[src/rtl/gpu_pkg.sv]
// Shared widths, resolution defaults and FSM encoding for the triangle setup path.
package gpu_pkg;

  localparam int unsigned H_RES_DEFAULT = 640;
  localparam int unsigned V_RES_DEFAULT = 400;

  localparam int unsigned COORD_W = 11;
  localparam int unsigned COEF_W  = 12;
  localparam int unsigned CONST_W = 25;
  localparam int unsigned AREA_W  = 27;
  localparam int unsigned PROD_W  = 2 * COEF_W;

  localparam int unsigned ST_W = 4;

  typedef logic [ST_W-1:0]           state_t;
  typedef logic [COORD_W-1:0]        coord_t;
  typedef logic signed [COEF_W-1:0]  coef_t;
  typedef logic signed [CONST_W-1:0] const_t;
  typedef logic signed [AREA_W-1:0]  area_t;

  typedef struct packed {
    coord_t min_x;
    coord_t max_x;
    coord_t min_y;
    coord_t max_y;
  } box_t;

  localparam state_t StIdle   = 4'd0;
  localparam state_t StBox    = 4'd1;
  localparam state_t StMul0   = 4'd2;
  localparam state_t StMul1   = 4'd3;
  localparam state_t StMul2   = 4'd4;
  localparam state_t StMul3   = 4'd5;
  localparam state_t StMul4   = 4'd6;
  localparam state_t StMul5   = 4'd7;
  localparam state_t StMul6   = 4'd8;
  localparam state_t StMul7   = 4'd9;
  localparam state_t StOrient = 4'd10;
  localparam state_t StOut    = 4'd11;

  // Unsigned coordinate reinterpreted as a non-negative coefficient-width operand.
  function automatic coef_t coord_s(coord_t v);
    return $signed({1'b0, v});
  endfunction

  function automatic coef_t coord_diff(coord_t p, coord_t q);
    return coord_s(p) - coord_s(q);
  endfunction

  function automatic coord_t clip_max(coord_t v, coord_t lim);
    return (v > lim) ? lim : v;
  endfunction

endpackage

[src/rtl/min_max3.sv]
// Combinational minimum and maximum of three unsigned coordinates.
module min_max3
  import gpu_pkg::*;
(
  input  logic [COORD_W-1:0] a_i,
  input  logic [COORD_W-1:0] b_i,
  input  logic [COORD_W-1:0] c_i,
  output logic [COORD_W-1:0] min_o,
  output logic [COORD_W-1:0] max_o
);

  logic [COORD_W-1:0] ab_min;
  logic [COORD_W-1:0] ab_max;

  assign ab_min = (a_i < b_i) ? a_i : b_i;
  assign ab_max = (a_i < b_i) ? b_i : a_i;
  assign min_o  = (c_i < ab_min) ? c_i : ab_min;
  assign max_o  = (c_i > ab_max) ? c_i : ab_max;

endmodule

[src/rtl/tri_setup.sv]
// Triangle setup: bounding box, edge equations and orientation fix-up for one vertex
// triple at a time, using a single shared multiplier over eight cycles.
module tri_setup
  import gpu_pkg::*;
#(
  parameter int unsigned H_RES = H_RES_DEFAULT,
  parameter int unsigned V_RES = V_RES_DEFAULT
) (
  input  logic                      I_CLK,
  input  logic                      I_RST_N,
  input  logic                      I_VTX_VALID,
  output logic                      O_VTX_READY,
  input  logic [COORD_W-1:0]        I_AX,
  input  logic [COORD_W-1:0]        I_AY,
  input  logic [COORD_W-1:0]        I_BX,
  input  logic [COORD_W-1:0]        I_BY,
  input  logic [COORD_W-1:0]        I_CX,
  input  logic [COORD_W-1:0]        I_CY,
  output logic                      O_TRI_VALID,
  input  logic                      I_TRI_READY,
  output logic [COORD_W-1:0]        O_MIN_X,
  output logic [COORD_W-1:0]        O_MAX_X,
  output logic [COORD_W-1:0]        O_MIN_Y,
  output logic [COORD_W-1:0]        O_MAX_Y,
  output logic signed [COEF_W-1:0]  O_A0,
  output logic signed [COEF_W-1:0]  O_A1,
  output logic signed [COEF_W-1:0]  O_A2,
  output logic signed [COEF_W-1:0]  O_B0,
  output logic signed [COEF_W-1:0]  O_B1,
  output logic signed [COEF_W-1:0]  O_B2,
  output logic signed [CONST_W-1:0] O_C0,
  output logic signed [CONST_W-1:0] O_C1,
  output logic signed [CONST_W-1:0] O_C2,
  output logic [7:0]                O_DROP_CNT
);

  localparam coord_t XLim = coord_t'(H_RES - 1);
  localparam coord_t YLim = coord_t'(V_RES - 1);

  state_t     state_q, state_d;
  logic       vtx_ready_q;
  logic       tri_valid_q;
  logic       hs_in, hs_out;

  coord_t     ax_q, ay_q, bx_q, by_q, cx_q, cy_q;
  box_t       box_q, box_d;
  coord_t     x_min, x_max, y_min, y_max;
  coef_t      a0_q, b0_q, a1_q, b1_q, a2_q, b2_q;
  const_t     c0_q, c1_q, c2_q;
  area_t      acc_q;
  logic [7:0] drop_cnt_q;

  box_t       out_box_q;
  coef_t      out_a0_q, out_b0_q, out_a1_q, out_b1_q, out_a2_q, out_b2_q;
  const_t     out_c0_q, out_c1_q, out_c2_q;

  coef_t                    mul_a, mul_b;
  logic signed [PROD_W-1:0] prod;
  area_t                    prod_ext, acc_sum, c0_ext;

  logic area_neg, area_zero, box_bad, degen;

  assign hs_in  = I_VTX_VALID & vtx_ready_q;
  assign hs_out = tri_valid_q & I_TRI_READY;

  min_max3 u_mm_x (
    .a_i   (ax_q),
    .b_i   (bx_q),
    .c_i   (cx_q),
    .min_o (x_min),
    .max_o (x_max)
  );

  min_max3 u_mm_y (
    .a_i   (ay_q),
    .b_i   (by_q),
    .c_i   (cy_q),
    .min_o (y_min),
    .max_o (y_max)
  );

  always_comb begin
    box_d.min_x = x_min;
    box_d.max_x = clip_max(x_max, XLim);
    box_d.min_y = y_min;
    box_d.max_y = clip_max(y_max, YLim);
  end

  // Operand schedule: even MUL states start a dot product, odd ones finish it.
  always_comb begin
    mul_a = '0;
    mul_b = '0;
    unique case (state_q)
      StMul0: begin mul_a = a0_q; mul_b = coord_s(bx_q); end
      StMul1: begin mul_a = b0_q; mul_b = coord_s(by_q); end
      StMul2: begin mul_a = a1_q; mul_b = coord_s(cx_q); end
      StMul3: begin mul_a = b1_q; mul_b = coord_s(cy_q); end
      StMul4: begin mul_a = a2_q; mul_b = coord_s(ax_q); end
      StMul5: begin mul_a = b2_q; mul_b = coord_s(ay_q); end
      StMul6: begin mul_a = a0_q; mul_b = coord_s(ax_q); end
      StMul7: begin mul_a = b0_q; mul_b = coord_s(ay_q); end
      default: ;
    endcase
  end

  assign prod     = mul_a * mul_b;
  assign prod_ext = {{(AREA_W - PROD_W){prod[PROD_W-1]}}, prod};
  assign acc_sum  = acc_q + prod_ext;
  assign c0_ext   = {{(AREA_W - CONST_W){c0_q[CONST_W-1]}}, c0_q};

  assign area_neg  = acc_q[AREA_W-1];
  assign area_zero = (acc_q == '0);
  assign box_bad   = (box_q.min_x > box_q.max_x) || (box_q.min_y > box_q.max_y);
  assign degen     = area_zero | box_bad;

  always_comb begin
    state_d = state_q;
    unique case (state_q)
      StIdle:   if (hs_in) state_d = StBox;
      StBox:    state_d = StMul0;
      StMul0, StMul1, StMul2, StMul3, StMul4, StMul5, StMul6:
                state_d = state_q + 4'd1;
      StMul7:   state_d = StOrient;
      StOrient: state_d = degen ? StIdle : StOut;
      StOut:    if (hs_out) state_d = StIdle;
      default:  state_d = StIdle;
    endcase
  end

  always_ff @(posedge I_CLK or negedge I_RST_N) begin
    if (!I_RST_N) begin
      state_q     <= StIdle;
      vtx_ready_q <= 1'b0;
      tri_valid_q <= 1'b0;
      drop_cnt_q  <= '0;
    end else begin
      state_q     <= state_d;
      vtx_ready_q <= (state_d == StIdle);
      // Valid follows the output registers by one cycle and drops on the handshake.
      tri_valid_q <= (state_q == StOut) && !hs_out;
      if (state_q == StOrient && degen && drop_cnt_q != 8'hFF) begin
        drop_cnt_q <= drop_cnt_q + 8'd1;
      end
    end
  end

  always_ff @(posedge I_CLK or negedge I_RST_N) begin
    if (!I_RST_N) begin
      ax_q  <= '0;
      ay_q  <= '0;
      bx_q  <= '0;
      by_q  <= '0;
      cx_q  <= '0;
      cy_q  <= '0;
      box_q <= '0;
      a0_q  <= '0;
      b0_q  <= '0;
      a1_q  <= '0;
      b1_q  <= '0;
      a2_q  <= '0;
      b2_q  <= '0;
      c0_q  <= '0;
      c1_q  <= '0;
      c2_q  <= '0;
      acc_q <= '0;
    end else begin
      if (hs_in) begin
        ax_q <= I_AX;
        ay_q <= I_AY;
        bx_q <= I_BX;
        by_q <= I_BY;
        cx_q <= I_CX;
        cy_q <= I_CY;
      end
      unique case (state_q)
        StBox: begin
          box_q <= box_d;
          a0_q  <= coord_diff(by_q, cy_q);
          b0_q  <= coord_diff(cx_q, bx_q);
          a1_q  <= coord_diff(cy_q, ay_q);
          b1_q  <= coord_diff(ax_q, cx_q);
          a2_q  <= coord_diff(ay_q, by_q);
          b2_q  <= coord_diff(bx_q, ax_q);
        end
        StMul0, StMul2, StMul4, StMul6: acc_q <= prod_ext;
        StMul1: c0_q  <= const_t'(-acc_sum);
        StMul3: c1_q  <= const_t'(-acc_sum);
        StMul5: c2_q  <= const_t'(-acc_sum);
        // Edge 0 evaluated at vertex a: twice the signed triangle area.
        StMul7: acc_q <= acc_sum + c0_ext;
        default: ;
      endcase
    end
  end

  always_ff @(posedge I_CLK or negedge I_RST_N) begin
    if (!I_RST_N) begin
      out_box_q <= '0;
      out_a0_q  <= '0;
      out_b0_q  <= '0;
      out_c0_q  <= '0;
      out_a1_q  <= '0;
      out_b1_q  <= '0;
      out_c1_q  <= '0;
      out_a2_q  <= '0;
      out_b2_q  <= '0;
      out_c2_q  <= '0;
    end else if (state_q == StOrient && !degen) begin
      out_box_q <= box_q;
      out_a0_q  <= area_neg ? -a0_q : a0_q;
      out_b0_q  <= area_neg ? -b0_q : b0_q;
      out_c0_q  <= area_neg ? -c0_q : c0_q;
      out_a1_q  <= area_neg ? -a1_q : a1_q;
      out_b1_q  <= area_neg ? -b1_q : b1_q;
      out_c1_q  <= area_neg ? -c1_q : c1_q;
      out_a2_q  <= area_neg ? -a2_q : a2_q;
      out_b2_q  <= area_neg ? -b2_q : b2_q;
      out_c2_q  <= area_neg ? -c2_q : c2_q;
    end
  end

  assign O_VTX_READY = vtx_ready_q;
  assign O_TRI_VALID = tri_valid_q;
  assign O_DROP_CNT  = drop_cnt_q;
  assign O_MIN_X     = out_box_q.min_x;
  assign O_MAX_X     = out_box_q.max_x;
  assign O_MIN_Y     = out_box_q.min_y;
  assign O_MAX_Y     = out_box_q.max_y;
  assign O_A0        = out_a0_q;
  assign O_B0        = out_b0_q;
  assign O_C0        = out_c0_q;
  assign O_A1        = out_a1_q;
  assign O_B1        = out_b1_q;
  assign O_C1        = out_c1_q;
  assign O_A2        = out_a2_q;
  assign O_B2        = out_b2_q;
  assign O_C2        = out_c2_q;

endmodule

[config.mk]
export PLATFORM = sky130hd
export DESIGN_NAME = tri_setup
export DESIGN_NICKNAME = d
export VERILOG_FILES = /design/src/rtl/gpu_pkg.sv /design/src/rtl/min_max3.sv /design/src/rtl/tri_setup.sv
export SDC_FILE = /design/constraint.sdc
export NUM_CORES = 2
export LEC_CHECK = 0
export ABC_AREA = 0
export CAP_MARGIN = 10
export CORE_ASPECT_RATIO = 1.5
export CORE_MARGIN = 4
export CORE_UTILIZATION = 35
export CTS_CLUSTER_SIZE = 24
export DETAILED_ROUTE_END_ITERATION = 8
export PLACE_DENSITY_LB_ADDON = 0.05
export SKIP_CTS_REPAIR_TIMING = 1
export SLEW_MARGIN = 10
export SYNTH_ARGS = -nofsm -noshare
export SYNTH_HDL_FRONTEND = slang
export SYNTH_SLANG_ARGS = --single-unit
[constraint.sdc]
create_clock -name I_CLK -period 22.6 [get_ports I_CLK]
set_input_delay 4.52 -clock I_CLK [delete_from_list [all_inputs] [get_ports I_CLK]]
set_output_delay 4.52 -clock I_CLK [all_outputs]
set_load 0.01 [all_outputs]
==> summary by stage <==
Status
The flow ran to the end, and the final reports show no timing, DRC or antenna violations.

GRT
The initial antenna violation count came to 0. The overall global routing resource usage is 0.231. The number of global-route vias before repair was 29.2k.

The total global routing overflow is 0. Entering global routing, the biggest net connects 101 pins. The global-route wire length before repair is 186 mm.

Logic synthesis
After synthesis, the netlist uses 82 different library cells. Of the post-synthesis cell area, the dominant cell type holds 0.347. In this run, synthesis inferred 0 flip-flops with an integrated enable.

The number of cells produced by synthesis is 3785. The async set-or-reset flop fraction in the synthesized netlist is 1.00. The cell type contributing the most total cell area after synthesis is sky130_fd_sc_hd__dfrtp_1. The post-synth design cell area is 35300 sq um. The leading register cell type out of synthesis is sky130_fd_sc_hd__dfrtp_1. For this run, the register share of the synthesized area comes to 0.347. The mean post-synth cell area is 9.32 sq um. The total of warnings raised by yosys is 0.

The number of register bits inferred by synthesis is 489. Counting every net in the synthesized netlist gives 4247. After synthesis, the cell types taking the most area are sky130_fd_sc_hd__dfrtp_1 35%, sky130_fd_sc_hd__ha_1 9.2%, sky130_fd_sc_hd__fa_1 7.5%.

Layout
In the layout the commonest cells are 488 x sky130_fd_sc_hd__dfrtp_1, 388 x sky130_fd_sc_hd__nand2_1, 321 x sky130_fd_sc_hd__inv_1. Fill cells in the final layout number 10.0k. Relative to the synthesized area, the layout overhead comes to 16.8%. The number of antenna diodes in the final layout is 0. The fraction of final layout cells with drive strength greater than 1 is 0.0833. The library cell used most frequently in the layout, excluding fill and tap cells, is sky130_fd_sc_hd__dfrtp_1.

In the final design database the tool counted 4457 nets. The number of standard cells in the layout, taps in and fillers out is 5331.

Timing
The number of hold violations in the final report is 0. The clock period minus final worst setup slack is 11520 ps. The post-route clock skew is 50.2 ps. The final-report max-slew violation count is 0. Setup repair after global routing left no endpoint under its margin. Timing would allow up to 86.8 MHz. For the pin with the worst max-slew slack, the measured transition is 1240 ps. The final critical-path share of the clock period is 0.510. Measured against its own limit, the worst slew margin works out to 0.172.

The least setup slack across all paths after layout is 11080 ps. The summed negative setup slack over all endpoints is 0 ps. Setup violations remaining at the end of the flow were counted as 0.

Place
The HPWL reported at the end of detailed placement is 98.7 mm. Before CTS, the worst setup slack after placement is 11310 ps. The weighted congestion reported at the end of routability-driven placement is 0.907.

After detailed placement, the design holds a cell count of 5236. The number of buffer cells added on primary ports is 270.

Critical path
At the worst endpoint, the arrival time is 11980 ps. The kind of start point of the critical path is a flip-flop. At the worst endpoint, the required time is 23060 ps. The kind of cell adding the most delay to the critical path is compound AO/OA/AOI/OAI gates.

The highest net fanout along the worst path is 40. On the worst path, the slowest cell contributes a delay of 1140 ps. The worst setup path is of the reg2reg kind. The kind of end point of the critical path is a flip-flop. The library cell appearing most often on the critical path is sky130_fd_sc_hd__inv_1. The cell type of the slowest stage on the worst timing path is sky130_fd_sc_hd__a221oi_1. Together, buffers and inverters on the worst path number 6.

Route
The via-per-instance ratio is 5.26. The routed length per instance is 23.1 um. The detailed-route wire length on metal 1 is 48.4 mm. The detailed-routed wire length on met3 is 4.30 mm. The wire length reported by the detailed router is 123 mm. The first routing iteration left 1558 violations. The iteration count of the initial detailed-routing pass is 5.

The topmost layer with routed signal wires is met4. Summed over all nets, wire length on met2 after detailed routing comes to 63.5 mm. After detailed routing, the number of remaining DRC violations is 0.

The number of nets with antenna violations after routing is 0. The number of vias in the routed layout is 28.0k.

Die
The cell row count is 142. The die is 397 um tall. During I/O placement, the number of pins put on the boundary was 271. The floorplan step defined a core boundary enclosing 100000 sq um. The initial utilization of the core area, before any placement, comes to 0.353.

The horizontal die dimension is 267 um. The area of the die is 106000 sq um.

Min path
The tightest min-delay check is of the reg2reg type.

Clocking
TritonCTS built the clock tree. The clock passes through at most 3 buffers. The H-tree was split into 2 levels. The worst-skew pair later-pin latency is 650 ps. The clock root buffer master is sky130_fd_sc_hd__clkbuf_16.

After clock tree synthesis, the clock-pin slew on the worst setup and hold paths is 60 ps. Counting every sink on the clock net gives 489. The total clock buffers created by CTS is 53.

Job
Max-cap violations in this run came to 0.
==> layer usage <==
layer	track usage	up-vias
met5	0	-
met4	0.107	0
met3	0.0252	226
met2	0.423	622
met1	0.268	13600
li1	-	13600
==> metrics by stage <==
| stage | util | hold slack, ps | instance area [sq um] |
|---|---|---|---|
| after floorplan | - | 460 | 35300 |
| after global placement | 0.393 | 490 | 39400 |
| after detailed placement | 0.393 | 495 | 39400 |
| after CTS | 0.412 | 511 | 41200 |
| after global routing | 0.412 | 520 | 41200 |
| final | 0.412 | 507 | 41200 |
==> logic make-up after synthesis <==
group / after synthesis / share of synthesized area
compound gates: 894 / 0.160
xor+xnor: 251 / 0.0627
fa+ha+maj: 392 / 0.167
buf+inv: 483 / 0.0520
flops: 489 / 0.347
mux: 234 / 0.0724
simple gates: 1042 / 0.138
==> sequential cells by signal (all words and copies together), names as in the netlist, 25 cells and up <==
register and flops:
O_C0 25, c0_q 25, c2_q 25, O_C2 25, c1_q 25, box_q 44, acc_q 27, O_C1 25
==> worst reg2reg max path: cells and delay by family, from the launching register on <==
family / cells / cell delay (ps)
and+or+nand+nor: 8 / 2620
AOI/OAI and AO/OA: 8 / 3560
xor gates and xnor gates: 4 / 1020
buffers and inverters: 6 / 410
DFF: 1 / 390
adders and majority gates: 9 / 3240
muxes: 1 / 80
==> cell type report <==
cell class | count | area, sq um | area share
Clock inverter | 23 | 330 | 0.00802
Sequential cell | 489 | 12200 | 0.297
Timing Repair Buffer | 317 | 3060 | 0.0743
Multi-Input combinational cell | 2813 | 21200 | 0.515
Inverter | 321 | 1200 | 0.0293
Tap cell | 1296 | 1620 | 0.0394
Clock buffer | 72 | 1500 | 0.0364
==> worst paths after layout <==
kind | from | to | slack [ps] | depth (start not counted)
setup reg to reg | state_q[1]$_DFF_PN0_ | acc_q[26]$_DFFE_PN0P_ | 11080 | 36
hold reg to reg | O_MAX_X[8]$_DFFE_PN0P_ | O_MAX_X[8]$_DFFE_PN0P_ | 510 | 1
hold / removal | O_MAX_X[8]$_DFFE_PN0P_ | O_MAX_X[8]$_DFFE_PN0P_ | 510 | 1
setup / recovery | state_q[1]$_DFF_PN0_ | acc_q[26]$_DFFE_PN0P_ | 11080 | 36
max in group asynchronous | I_RST_N | bx_q[9]$_DFFE_PN0P_ | 15130 | 5
min in group asynchronous | I_RST_N | O_C1[13]$_DFFE_PN0P_ | 3850 | 1
==> synthesized netlist by cell type, types with 19 or more instances <==
cell                       number
sky130_fd_sc_hd__a211oi_1      28
sky130_fd_sc_hd__a21o_1        82
sky130_fd_sc_hd__a21oi_1      233
sky130_fd_sc_hd__a22oi_1       74
sky130_fd_sc_hd__a31oi_1       26
sky130_fd_sc_hd__and2_1        31
sky130_fd_sc_hd__and3_1        20
sky130_fd_sc_hd__clkbuf_1     142
sky130_fd_sc_hd__dfrtp_1      489
sky130_fd_sc_hd__fa_1         133
sky130_fd_sc_hd__ha_1         259
sky130_fd_sc_hd__inv_1        321
sky130_fd_sc_hd__mux2_2       168
sky130_fd_sc_hd__mux2i_1       66
sky130_fd_sc_hd__nand2_1      391
sky130_fd_sc_hd__nand2b_1      36
sky130_fd_sc_hd__nand3_1       59
sky130_fd_sc_hd__nand4_1       19
sky130_fd_sc_hd__nor2_1       260
sky130_fd_sc_hd__nor2b_1       53
sky130_fd_sc_hd__nor3_1        51
sky130_fd_sc_hd__nor4_1        20
sky130_fd_sc_hd__o21a_1        30
sky130_fd_sc_hd__o21ai_0      235
sky130_fd_sc_hd__o31ai_1       55
sky130_fd_sc_hd__o41ai_1       21
sky130_fd_sc_hd__or3_1         41
sky130_fd_sc_hd__xnor2_1       85
sky130_fd_sc_hd__xor2_1       165
Power is not shown: default switching activity piles up to over one toggle a cycle in this logic, so the estimate is an artifact.
